File: config.mk
export PLATFORM = sky130hd
export DESIGN_NAME = cp0_exc_unit
export DESIGN_NICKNAME = d
export VERILOG_FILES = /design/src/rtl/cp0_pkg.sv /design/src/rtl/cp0_exc_unit_timer.sv /design/src/rtl/cp0_exc_unit.sv
export SDC_FILE = /design/constraint.sdc
export NUM_CORES = 1
export LEC_CHECK = 0
export CORE_MARGIN = 2
export CORE_UTILIZATION = 45
export DETAILED_ROUTE_END_ITERATION = 16
export PLACE_DENSITY_LB_ADDON = 0.08
export SKIP_LAST_GASP = 1
export SLEW_MARGIN = 25
export SYNTH_ARGS = -nofsm -noshare
export SYNTH_HDL_FRONTEND = slang
export SYNTH_SLANG_ARGS = --single-unit
export TNS_END_PERCENT = 100
File: constraint.sdc
create_clock -name clk -period 2.5 [get_ports clk]
set_input_delay 0.5 -clock clk [delete_from_list [all_inputs] [get_ports clk]]
set_output_delay 0.5 -clock clk [all_outputs]
set_load 0.02 [all_outputs]
File: src/rtl/cp0_pkg.sv
// Shared definitions for the coprocessor-0 exception unit.
// Holds CP0 register numbers, Status/Cause bit positions, ExcCode values,
// the MTC0 write masks and a helper that packs the Cause register.
package cp0_pkg;

    // CP0 register numbers (rd field of MTC0/MFC0)
    localparam logic [4:0] CP0_BADVADDR = 5'd8;
    localparam logic [4:0] CP0_COUNT    = 5'd9;
    localparam logic [4:0] CP0_COMPARE  = 5'd11;
    localparam logic [4:0] CP0_STATUS   = 5'd12;
    localparam logic [4:0] CP0_CAUSE    = 5'd13;
    localparam logic [4:0] CP0_EPC      = 5'd14;

    // Status bit positions
    localparam int ST_IE    = 0;
    localparam int ST_EXL   = 1;
    localparam int ST_IM_LO = 8;
    localparam int ST_BEV   = 22;

    // Cause bit positions
    localparam int CA_BD     = 31;
    localparam int CA_TI     = 30;
    localparam int CA_IP_LO  = 8;
    localparam int CA_EXC_LO = 2;

    // Exception codes
    typedef enum logic [4:0] {
        EXC_INT  = 5'd0,
        EXC_ADEL = 5'd4,
        EXC_ADES = 5'd5,
        EXC_SYS  = 5'd8,
        EXC_BP   = 5'd9,
        EXC_RI   = 5'd10,
        EXC_OV   = 5'd12
    } exc_code_e;

    // Bits that MTC0 may write: Status {BEV, IM, EXL, IE}, Cause IP[1:0]
    localparam logic [31:0] STATUS_WMASK = 32'h0040_FF03;
    localparam logic [31:0] CAUSE_WMASK  = 32'h0000_0300;

    // Pack the Cause register from its fields; unlisted bits are zero.
    function automatic logic [31:0] pack_cause(
        input logic       bd,
        input logic       ti,
        input logic [7:0] ip,
        input logic [4:0] exc_code
    );
        logic [31:0] c;
        c                           = 32'h0000_0000;
        c[CA_BD]                    = bd;
        c[CA_TI]                    = ti;
        c[CA_IP_LO+7:CA_IP_LO]      = ip;
        c[CA_EXC_LO+4:CA_EXC_LO]    = exc_code;
        return c;
    endfunction

endpackage

File: src/rtl/cp0_exc_unit_timer.sv
// Count/Compare timer for CP0.
// Ports: clk, rst_n (async active-low), count_we_i/compare_we_i load strobes
// with wdata_i, count_o/compare_o current values, ti_o timer interrupt flag.
// Count advances once every COUNT_DIV clocks; TI latches on Count==Compare.
module cp0_timer #(
    parameter int COUNT_DIV = 2
) (
    input  logic        clk,
    input  logic        rst_n,
    input  logic        count_we_i,
    input  logic        compare_we_i,
    input  logic [31:0] wdata_i,
    output logic [31:0] count_o,
    output logic [31:0] compare_o,
    output logic        ti_o
);

    localparam int DIV_W = (COUNT_DIV > 1) ? $clog2(COUNT_DIV) : 1;
    localparam logic [DIV_W-1:0] DIV_LAST = DIV_W'(COUNT_DIV - 1);

    logic [DIV_W-1:0] div_q, div_d;
    logic [31:0]      count_q, count_d;
    logic [31:0]      compare_q, compare_d;
    logic             ti_q, ti_d;
    logic             div_wrap_s;

    // Next-state for divider, Count, Compare and TI
    always_comb begin
        div_d      = div_q;
        count_d    = count_q;
        compare_d  = compare_q;
        ti_d       = ti_q;
        div_wrap_s = (div_q == DIV_LAST);

        if (count_we_i) begin
            count_d = wdata_i;
            div_d   = {DIV_W{1'b0}};
        end else if (div_wrap_s) begin
            count_d = count_q + 32'd1;
            div_d   = {DIV_W{1'b0}};
        end else begin
            div_d   = div_q + {{(DIV_W-1){1'b0}}, 1'b1};
        end

        if (compare_we_i) begin
            compare_d = wdata_i;
        end else begin
            compare_d = compare_q;
        end

        // A Compare write clears TI even if the match happens the same cycle
        if (compare_we_i) begin
            ti_d = 1'b0;
        end else if (count_q == compare_q) begin
            ti_d = 1'b1;
        end else begin
            ti_d = ti_q;
        end
    end

    // Timer state registers
    always_ff @(posedge clk or negedge rst_n) begin
        if (!rst_n) begin
            div_q     <= {DIV_W{1'b0}};
            count_q   <= 32'h0000_0000;
            compare_q <= 32'hFFFF_FFFF;
            ti_q      <= 1'b0;
        end else begin
            div_q     <= div_d;
            count_q   <= count_d;
            compare_q <= compare_d;
            ti_q      <= ti_d;
        end
    end

    assign count_o   = count_q;
    assign compare_o = compare_q;
    assign ti_o      = ti_q;

endmodule

File: src/rtl/cp0_exc_unit.sv
// Coprocessor-0: BadVAddr, Count, Compare, Status, Cause, EPC.
// Ports: clk, rst_n (async active-low); MTC0 write (mtc0_we_i, rd_i, wdata_i);
// MFC0 read rdata_o (combinational from rd_i); hw_int_i interrupt lines;
// exception commit (exc_valid_i, exc_code_i, exc_pc_i, exc_bd_i,
// exc_badvaddr_we_i, exc_badvaddr_i); eret_i; int_req_o; epc/status/cause outs.
// Same-cycle priority: exception > ERET > MTC0. Timer and IP sampling always run.
module cp0_exc_unit
    import cp0_pkg::*;
#(
    parameter int          NUM_HW_INT   = 6,
    parameter int          COUNT_DIV    = 2,
    parameter logic [31:0] RESET_STATUS = 32'h0040_0000
) (
    input  logic                  clk,
    input  logic                  rst_n,
    input  logic                  mtc0_we_i,
    input  logic [4:0]            rd_i,
    input  logic [31:0]           wdata_i,
    output logic [31:0]           rdata_o,
    input  logic [NUM_HW_INT-1:0] hw_int_i,
    input  logic                  exc_valid_i,
    input  logic [4:0]            exc_code_i,
    input  logic [31:0]           exc_pc_i,
    input  logic                  exc_bd_i,
    input  logic                  exc_badvaddr_we_i,
    input  logic [31:0]           exc_badvaddr_i,
    input  logic                  eret_i,
    output logic                  int_req_o,
    output logic [31:0]           epc_out_o,
    output logic [31:0]           status_out_o,
    output logic [31:0]           cause_out_o
);

    logic [31:0]           status_q, status_d;
    logic [31:0]           epc_q, epc_d;
    logic [31:0]           badvaddr_q, badvaddr_d;
    logic                  bd_q, bd_d;
    logic [4:0]            exc_code_q, exc_code_d;
    logic [1:0]            sw_ip_q, sw_ip_d;
    logic [NUM_HW_INT-1:0] hw_q;

    logic                  mtc0_win_s;
    logic [31:0]           count_s, compare_s, cause_s;
    logic                  ti_s;
    logic [7:0]            ip_s;

    // MTC0 only takes effect when no exception or ERET commits this cycle
    assign mtc0_win_s = mtc0_we_i & ~exc_valid_i & ~eret_i;

    cp0_timer #(
        .COUNT_DIV (COUNT_DIV)
    ) u_timer (
        .clk          (clk),
        .rst_n        (rst_n),
        .count_we_i   (mtc0_win_s && (rd_i == CP0_COUNT)),
        .compare_we_i (mtc0_win_s && (rd_i == CP0_COMPARE)),
        .wdata_i      (wdata_i),
        .count_o      (count_s),
        .compare_o    (compare_s),
        .ti_o         (ti_s)
    );

    // Interrupt-pending vector; with six hardware lines the top line shares IP[7] with TI
    always_comb begin
        ip_s      = 8'h00;
        ip_s[1:0] = sw_ip_q;
        for (int i = 0; i < NUM_HW_INT; i++) begin
            ip_s[2+i] = hw_q[i];
        end
        ip_s[7] = ip_s[7] | ti_s;
    end

    assign cause_s = pack_cause(bd_q, ti_s, ip_s, exc_code_q);

    // Next-state for exception entry, ERET and MTC0 writes
    always_comb begin
        status_d   = status_q;
        epc_d      = epc_q;
        badvaddr_d = badvaddr_q;
        bd_d       = bd_q;
        exc_code_d = exc_code_q;
        sw_ip_d    = sw_ip_q;

        if (exc_valid_i) begin
            status_d[ST_EXL] = 1'b1;
            exc_code_d       = exc_code_i;
            // A nested exception keeps the original return point
            if (!status_q[ST_EXL]) begin
                epc_d = exc_bd_i ? (exc_pc_i - 32'd4) : exc_pc_i;
                bd_d  = exc_bd_i;
            end else begin
                epc_d = epc_q;
                bd_d  = bd_q;
            end
            if (exc_badvaddr_we_i) begin
                badvaddr_d = exc_badvaddr_i;
            end else begin
                badvaddr_d = badvaddr_q;
            end
        end else if (eret_i) begin
            status_d[ST_EXL] = 1'b0;
        end else if (mtc0_we_i) begin
            case (rd_i)
                CP0_STATUS: status_d = wdata_i & STATUS_WMASK;
                CP0_CAUSE:  sw_ip_d  = wdata_i[CA_IP_LO+1:CA_IP_LO];
                CP0_EPC:    epc_d    = wdata_i;
                default:    status_d = status_q;
            endcase
        end else begin
            status_d = status_q;
        end
    end

    // Architectural state and hardware-interrupt sampling registers
    always_ff @(posedge clk or negedge rst_n) begin
        if (!rst_n) begin
            status_q   <= RESET_STATUS & STATUS_WMASK;
            epc_q      <= 32'h0000_0000;
            badvaddr_q <= 32'h0000_0000;
            bd_q       <= 1'b0;
            exc_code_q <= 5'd0;
            sw_ip_q    <= 2'b00;
            hw_q       <= {NUM_HW_INT{1'b0}};
        end else begin
            status_q   <= status_d;
            epc_q      <= epc_d;
            badvaddr_q <= badvaddr_d;
            bd_q       <= bd_d;
            exc_code_q <= exc_code_d;
            sw_ip_q    <= sw_ip_d;
            hw_q       <= hw_int_i;
        end
    end

    // MFC0 read mux
    always_comb begin
        rdata_o = 32'h0000_0000;
        case (rd_i)
            CP0_BADVADDR: rdata_o = badvaddr_q;
            CP0_COUNT:    rdata_o = count_s;
            CP0_COMPARE:  rdata_o = compare_s;
            CP0_STATUS:   rdata_o = status_q;
            CP0_CAUSE:    rdata_o = cause_s;
            CP0_EPC:      rdata_o = epc_q;
            default:      rdata_o = 32'h0000_0000;
        endcase
    end

    assign int_req_o    = status_q[ST_IE] & ~status_q[ST_EXL]
                        & (|(ip_s & status_q[ST_IM_LO+7:ST_IM_LO]));
    assign epc_out_o    = epc_q;
    assign status_out_o = status_q;
    assign cause_out_o  = cause_s;

endmodule

==> flow_summary.yaml <==
outcome:
  status: "finished with violations"
  violations: "setup timing"
yosys:
  syn_avg_cell_area_um2: 10.1
  ys.flop_type: "dfrtp_1"
  synth_cell_types: 51
  ys_ff_latch: 155
  yosysTopAreaCell: "dfrtp_1"
  netlist_instances: 866
  ys_async_sr_fraction: 1.00
  synth-edff-count: 0
  synth_top_area_share: 0.348
  yosysSeqAreaShare: 0.447
  netlist_top_cells_area: "dfrtp_1 (35%), mux2_2 (11%), dfstp_2 (9.9%), xnor2_1 (7.4%), a22oi_1 (6.3%)"
  yosysWarnings: 0
  synth_area_um2: 8760
timing:
  hold_viol: 0
  finalClockSkew_ns: 0.0106
  finalCritPeriodShare: 1.02
  hold_ws_ns: 0.465
  finalSetupViolCount: 3
  finalSetupTns_ns: -0.0749
  rsz0062_at_grt: "yes"
  worst_slew_pin_slew_ns: 0.502
  worst_slack_ns: -0.0459
  max_freq_ghz: 0.393
  final_max_slew_viol_count: 0
  fin_crit_ns: 2.55
  max-slew-margin-rel: 0.663
critical_path:
  worstPathRequired_ns: 2.00
  cpPeakStageDelay_ns: 0.27
  cpMaxStageDelayCell: "clkdlybuf4s15_2"
  crit_type: "in -> out"
  critPathLaunchType: "input pin"
  worst_ep_arrival_time_ns: 2.05
  cp_max_fo: 8
  endpoint_kind: "output port"
  cp_cell_sequence: "buf_2, buf_4, nand2b_4, buf_6, buf_6, nor3_4, buf_4, buf_6, a22oi_1, nand3_1, clkdlybuf4s15_2"
  cpMostUsedCell: "buf_6"
global_route:
  grt_pass1_wl_um: 45300
  gr-usage-all-layers: 0.291
  grt_pass1_vias: 7811
  grt_max_degree: 81
  grt_overflow: 0
  antenna_found_initial: 0
placed_design:
  place_ws_ns: -0.740
  place_inst: 1359
  routabilityCongestion: 0.853
  port-buffer-count: 209
  dpl.hpwl_um: 21300
  place_area_um2: 11600
clock_network:
  cts_tree: "done"
  htreeDepth: 4
  clockRootBuffer: "clkbuf_16"
  clk_pin_slew_ns: 0.06
  insertion_delay_ns: 0.43
  clock_path_buffers: 2
  cts_buffers: 17
  numClockSinks: 155
power_and_ir_drop:
  power_mw: 8.19
  power_leakage_nw: 5.15
  seq_power_share: 0.402
  switchingPower_mw: 2.43
  power.density_nw_per_um2: 656
  clockPowerShare: 0.365
  intPower_mw: 5.76
  pwr-share-comb: 0.233
  p_sw_frac: 0.296
  ir_worst_vdd_v: 0.000359
routing:
  routed_wirelength_um: 29700
  ant_nets: 0
  vias_per_cell: 5.57
  drt_iter0_markers: 658
  drtPass1Iterations: 6
  vias: 7878
  post_drt_wl_per_cell_um: 21.0
  drc_errors: 0
cells_and_area:
  final_area_um2: 12500
  fin_cells: 1415
  antenna_cells: 0
  seqCellArea_um2: 3920
  multiInputGateArea_um2: 4490
  area_growth_pct: 42.3
  final_cell_mix: "clkdlybuf4s50_1 (169), dfrtp_1 (122), mux2_2 (83), buf_4 (81), xnor2_1 (74)"
  nFillCells: 1591
  final_core_util: 0.647
  num-nets-final: 1258
  final_common_cell: "clkdlybuf4s50_1"
  drive_gt1_frac: 0.276
floorplan:
  dieArea_um2: 20600
  start_util: 0.455
  die_x_um: 144
  die_h_um: 144
  io_pins: 248
  coreArea_um2: 19300
  rows: 51
job:
  max-cap-violations: 0
hold_path:
  hold_path_class: "in -> reg"
==> cells by family after synthesis <==
group	count (synthesis)	share of synthesized area
AO/OA/AOI/OAI	171	0.124
adder cells (fa/ha/maj)	2	0.00286
buffers and inverters	109	0.0676
AND/OR/NAND/NOR	249	0.154
XOR/XNOR	91	0.0910
flip-flops	155	0.447
multiplexers	88	0.112
other	1	0.000428
==> cells in the mapped netlist (all sizes together), types with 4 or more instances <==
| cell | number |
|---|---|
| dfrtp | 122 |
| mux2 | 83 |
| xnor2 | 74 |
| a22oi | 73 |
| nand2 | 62 |
| buf | 57 |
| a21oi | 53 |
| nor2 | 53 |
| clkbuf | 44 |
| dfstp | 33 |
| o21ai | 31 |
| nor4 | 24 |
| nand3 | 22 |
| nand4 | 22 |
| xor2 | 17 |
| nor3b | 15 |
| nor3 | 13 |
| inv | 8 |
| a222oi | 7 |
| and3 | 7 |
| or3 | 6 |
| mux2i | 5 |
| or2 | 5 |
| or4 | 4 |
==> cell type report <==
class,instances,share of cell area
clock inverters,11,0.0172
clock buffers,21,0.0369
flip-flops and latches,155,0.314
multi-input cells,639,0.360
well taps,265,0.0266
inverters,8,0.00241
repair buffers,316,0.242
==> timing repair <==
action / 4_1_cts / 5_1_grt
cloned: 3 / 1
endpoints found under the hold margin: 26 / 0
gates resized for setup: 136 / 55
pin swaps: 8 / 7
hold buffers: 1 / 0
setup endpoints to repair: 33 / 33
setup buffers: 15 / 7
==> power groups by stage <==
stage	Combinational [mW]	Clock, mW	Sequential, mW
finish	1.91	2.99	3.29
global route	2.04	3.12	3.33
CTS	1.89	3.01	3.28
detailed placement	1.87	0	3.31
global placement	1.84	0	3.31
floorplan	0.915	0	3.30
==> worst paths after layout <==
path	startpoint	to	slack [ns]	cells after the start
max in group asynchronous	rst_n	u_timer.compare_o[19]$_DFFE_PN1P_	1.21	3
min in group asynchronous	rst_n	badvaddr_q[8]$_DFFE_PN0P_	0.51	2
max	rd_i[2]	rdata_o[15]	-0.05	11
min reg2reg	badvaddr_q[16]$_DFFE_PN0P_	badvaddr_q[16]$_DFFE_PN0P_	0.51	1
max reg2reg	u_timer.count_o[1]$_DFFE_PN0N_	u_timer.count_o[30]$_DFFE_PN0N_	0.31	6
min	exc_valid_i	status_out_o[1]$_DFFE_PN0P_	0.46	2
==> per-layer routing <==
layer / track usage / vias to the layer above / routed length [um]
li1: - / 3575 / -
met5: 0 / - / 0
met1: 0.415 / 3901 / 13300
met4: 0.0939 / 0 / 695
met3: 0.0487 / 47 / 2110
met2: 0.452 / 355 / 13600
==> critical path, delay by kind of cell <==
| family | cells | cell delay (ns) |
|---|---|---|
| compound gates | 1 | 0.10 |
| buf+inv | 7 | 1.06 |
| simple gates | 3 | 0.37 |
==> flip-flops by register name, summed over array words and instances, names as in the netlist <==
register / cells
badvaddr_q: 32
bd_q: 1
epc_out_o: 32
exc_code_q: 5
hw_q: 6
status_out_o: 11
sw_ip_q: 2
u_timer.compare_o: 32
u_timer.count_o: 32
u_timer.div_q: 1
u_timer.ti_o: 1
No activity file was read; power rests on OpenSTA's default activity.
